===== src/rtl/core_inst_seq.sv =====
// core_inst_seq: issues one Q/K fill, kernel load, execute and drain pass on the core instruction bus
module core_inst_seq #(
  parameter int row_bits = 4,
  parameter int inst_bw = 17
) (
  input  logic                clk,
  input  logic                reset,
  input  logic                start,
  input  logic [row_bits-1:0] num_rows,
  input  logic                ofifo_valid,
  output logic [inst_bw-1:0]  inst,
  output logic [row_bits-1:0] ext_addr,
  output logic                busy,
  output logic                done
);
  typedef enum logic [2:0] {IDLE, QWR, KWR, KLOAD, GAP, EXEC, DRAIN, DONE} state_t;
  localparam logic [row_bits:0] one = {{row_bits{1'b0}}, 1'b1};
  localparam logic [row_bits:0] full = {1'b1, {row_bits{1'b0}}};
  localparam logic [row_bits-1:0] pone = {{(row_bits-1){1'b0}}, 1'b1};
  state_t state;
  logic [row_bits:0] n, rc;
  logic [row_bits-1:0] pc;
  logic last_n, last_x, last_p, first;
  // rc carries an extra bit so the N+1-cycle phases can reach N even when N is 16
  assign last_n = rc + one == n;
  assign last_x = rc == n;
  assign last_p = {1'b0, pc} + one == n;
  assign first = rc < n;
  assign busy = state != IDLE;
  assign done = state == DONE;
  always_ff @(posedge clk)
    if (!reset) begin
      state <= IDLE;
      n <= '0;
      rc <= '0;
      pc <= '0;
    end else
      case (state)
        IDLE: if (start) begin
          state <= QWR;
          rc <= '0;
          n <= num_rows == '0 ? full : {1'b0, num_rows};
        end
        QWR: begin
          rc <= last_n ? '0 : rc + one;
          if (last_n) state <= KWR;
        end
        KWR: begin
          rc <= last_n ? '0 : rc + one;
          if (last_n) state <= KLOAD;
        end
        KLOAD: begin
          rc <= last_x ? '0 : rc + one;
          if (last_x) state <= GAP;
        end
        GAP: begin
          rc <= '0;
          state <= EXEC;
        end
        EXEC: begin
          rc <= last_x ? '0 : rc + one;
          pc <= '0;
          if (last_x) state <= DRAIN;
        end
        DRAIN: if (ofifo_valid) begin
          pc <= pc + pone;
          if (last_p) state <= DONE;
        end
        default: state <= IDLE;
      endcase
  always_comb begin
    inst = '0;
    ext_addr = '0;
    case (state)
      QWR: begin
        inst[15:12] = rc[row_bits-1:0];
        inst[4] = 1'b1;
        ext_addr = rc[row_bits-1:0];
      end
      KWR: begin
        inst[15:12] = rc[row_bits-1:0];
        inst[2] = 1'b1;
        ext_addr = rc[row_bits-1:0];
      end
      KLOAD: begin
        inst[15:12] = first ? rc[row_bits-1:0] : '0;
        inst[6] = 1'b1;
        inst[3] = first;
      end
      EXEC: begin
        inst[15:12] = first ? rc[row_bits-1:0] : '0;
        inst[7] = 1'b1;
        inst[5] = first;
      end
      DRAIN: begin
        inst[16] = ofifo_valid;
        inst[11:8] = pc;
        inst[0] = ofifo_valid;
      end
      default: ;
    endcase
  end
endmodule


===== config.mk =====
export PLATFORM = sky130hd
export DESIGN_NAME = core_inst_seq
export DESIGN_NICKNAME = d
export VERILOG_FILES = /design/src/rtl/core_inst_seq.sv
export SDC_FILE = /design/constraint.sdc
export NUM_CORES = 1
export LEC_CHECK = 0
export BUFFER_PORTS_ARGS = -buffer_cell sky130_fd_sc_hd__buf_2
export CAP_MARGIN = 10
export CORE_UTILIZATION = 54
export DETAILED_ROUTE_END_ITERATION = 8
export PLACE_DENSITY = 0.79
export SYNTH_ARGS = -nofsm -noshare
export SYNTH_HDL_FRONTEND = slang
export SYNTH_SLANG_ARGS = --single-unit

===== constraint.sdc =====
create_clock -name clk -period 2.8 [get_ports clk]
set_clock_uncertainty 0.1 [all_clocks]
set_input_delay 0.28 -clock clk [delete_from_list [all_inputs] [get_ports clk]]
set_output_delay 0.28 -clock clk [all_outputs]
set_load 0.005 [all_outputs]

==> impl_metrics.toml <==
[synthesis]
ys_ff_latch = 17
ys_types = 46
synth_fp_nets = 198
post_synth_and_or_nand_nor_area_fraction = 0.316
synth_warnings = 0
synth_compound_area_frac = 0.225
yosys.area.top_type = "dfxtp_1"
syn_inst = 183
synth_mux_area_frac = 0.0279
async_flop_share = 0
avgSynthCellArea_sq_um = 7.84
synth_edf_count = 0
netlist_top_cells_count = "dfxtp_1, nand2_1, a21oi_1, nor2b_1"
syn_area_sq_um = 1430
netlist_top_cells_area = "dfxtp_1, ha_1, nor2b_1"
synth_xor_area_frac = 0.0663
synth_most_common_cell = "dfxtp_1"
yosys.area_share.adder = 0.0611
synth_top_area_frac = 0.237
synth_top_family_by_area = "simple AND/OR/NAND/NOR gates"
ys_seq_area_frac = 0.237
ys.flop_type = "dfxtp_1"

[cells_and_area]
utilization = 0.634
area_delta_synth_final_pct = 10.6
n_antenna_cell = 0
nNetsFinal = 222
drive_above_1_share = 0.184
nFillCells = 212

[clock_tree]
clockBufferDepth = 2
clkSinkCount = 17
h-tree-depth = 1
post_cts_buffers = 0
root_buffer = "clkbuf_4"
cts_resized = 0
cts_tree = "done"
cts_buffers = 3
path_clk_slew_ns = 0.11
postCtsHoldBufs = 0
insertion_delay_ns = 0.29

[floorplanning]
start_util = 0.574
num_rows = 18
die_w_microns = 53.5
die_h_microns = 53.5
die-area_sq_um = 2870
io_pins = 31
coreArea_sq_um = 2500

[detailed_routing]
ant_nets = 0
route.detailed.drc = 0
wl_per_cell_microns = 13.8
routed_wl_mm = 3.26
avgViaCountPerCell = 5.79
firstDrtPassIters = 4
drtIter0Drc = 49
vias = 1366

[critical_path]
cp-start-kind = "flip-flop"
reg2reg_from = "n[2]$_SDFFE_PN0P_"
critPathArrivalTime_ns = 2.22
r2r-end = "state[0]$_SDFFE_PN0P_"
crit_fanout = 4
crit_path_end_kind = "output pin"
critical_path_required_ns = 2.42
critPathKind = "reg2out"
reg2reg_depth = 7
rrSetupSlack_ns = 0.58

[timing]
slew_headroom = 0.466
fin_crit_sh = 0.928
setup-tns-final_ns = 0
period_minus_slack_ns = 2.60
rsz0062_at_grt = "no"
fmax_mhz = 385
setup_viol = 0
fin_ws_ns = 0.201
finalHoldViolations = 0
final-max-slew-violation-count = 0
hold_slack_ns = 0.150
worst_pin_slew_ns = 0.778

[hold_path]
min_to = "n[1]$_SDFFE_PN0P_"
whs_path_depth = 3
hold_path.class = "in2reg"
min_from = "num_rows[1]"

[global_routing]
grt_max_degree = 24
grt_overflow_total = 0
grt_pass1_wl_mm = 5.19
grt_pass1_vias = 1189
grt_usage = 0.249
antenna_found_initial = 0

[placement]
gp_congestion = 0.883
io_buffer_count = 29
pre_cts_slack_ns = 0.570
place_hpwl_mm = 2.48

[run_status]
status = "complete, no violations"

[power_and_ir_drop]
peakVddDrop_uv = 449
leakage_nw = 0.728
p_per_area_nw_per_um2 = 614

[run]
maxCapViolCount = 0
placed cells by master (no fill, tap or decap), types with 7 or more instances in the layout:
cell type and instances:
buf_2 29, nor2_1 9, nor3_1 7, inv_1 9
nand2_1 15, a21oi_1 13, and2_1 9, dfxtp_1 17
nor2b_1 13, ha_1 7
where the power goes:
group | leakage, nW | total (mW) | switching [mW] | internal [mW]
clock network | 0.0150 | 0.136 | 0.0802 | 0.0553
logic | 0.574 | 0.503 | 0.290 | 0.213
registers | 0.138 | 0.335 | 0.0627 | 0.272
worst max-delay path: stages, from the launching register on:
cell,delay (ns)
dfxtp_1,0.42
inv_1,0.10
ha_1,0.32
a21o_1,0.18
a21oi_1,0.24
a21o_1,0.16
a31oi_1,0.14
nor3b_1,0.23
buf_2,0.14
layer usage:
| metal | track usage | up-vias | wire length [microns] |
|---|---|---|---|
| met2 | 0.413 | 62 | 1470 |
| li1 | - | 694 | - |
| met3 | 0.0424 | 8 | 215 |
| met4 | 0.114 | 0 | 53 |
| met1 | 0.311 | 602 | 1520 |
| met5 | 0 | - | 0 |
cells by family (layout without fill, tap and decap cells):
kind of cell,after synthesis,after routing
compound gates,45,45
xor+xnor,10,10
mux,4,4
buf+inv,19,42
fa+ha+maj,7,7
simple gates,80,80
other cells,1,1
flops,17,17
final cells by class:
| cell class | instances | area [sq um] | area share |
|---|---|---|---|
| Multi-Input combinational cell | 147 | 1000 | 0.632 |
| Timing Repair Buffer | 29 | 145 | 0.0916 |
| Tap cell | 30 | 37.5 | 0.0237 |
| Sequential cell | 17 | 340 | 0.215 |
| Clock buffer | 4 | 26.3 | 0.0166 |
| Inverter | 9 | 33.8 | 0.0213 |
worst max path at each step:
stage / endpoint / startpoint / slack (ns) / cells after the start
after floorplan: state[0]$_SDFFE_PN0P_ / n[2]$_SDFFE_PN0P_ / 0.80 / 8
after global placement: inst[14] / n[3]$_SDFFE_PN0P_ / 0.63 / 8
after detailed placement: inst[15] / n[3]$_SDFFE_PN0P_ / 0.57 / 8
after CTS: inst[15] / n[3]$_SDFFE_PN0P_ / 0.23 / 8
after global routing: inst[14] / n[3]$_SDFFE_PN0P_ / 0.04 / 8
final: inst[15] / n[3]$_SDFFE_PN0P_ / 0.20 / 8
flip-flops by register name, summed over array words and instances, names as in the netlist:
name   flops
state      3
rc         5
n          5
pc         4
per-stage QoR:
stage,power [mW],std cells,cell area [sq um]
after global routing,1.04,236,1590
after CTS,0.969,236,1590
after floorplan,0.722,183,1430
after global placement,0.814,232,1560
final,0.974,236,1590
after detailed placement,0.835,232,1560
Note: power is estimated with default switching activity, not from simulation.
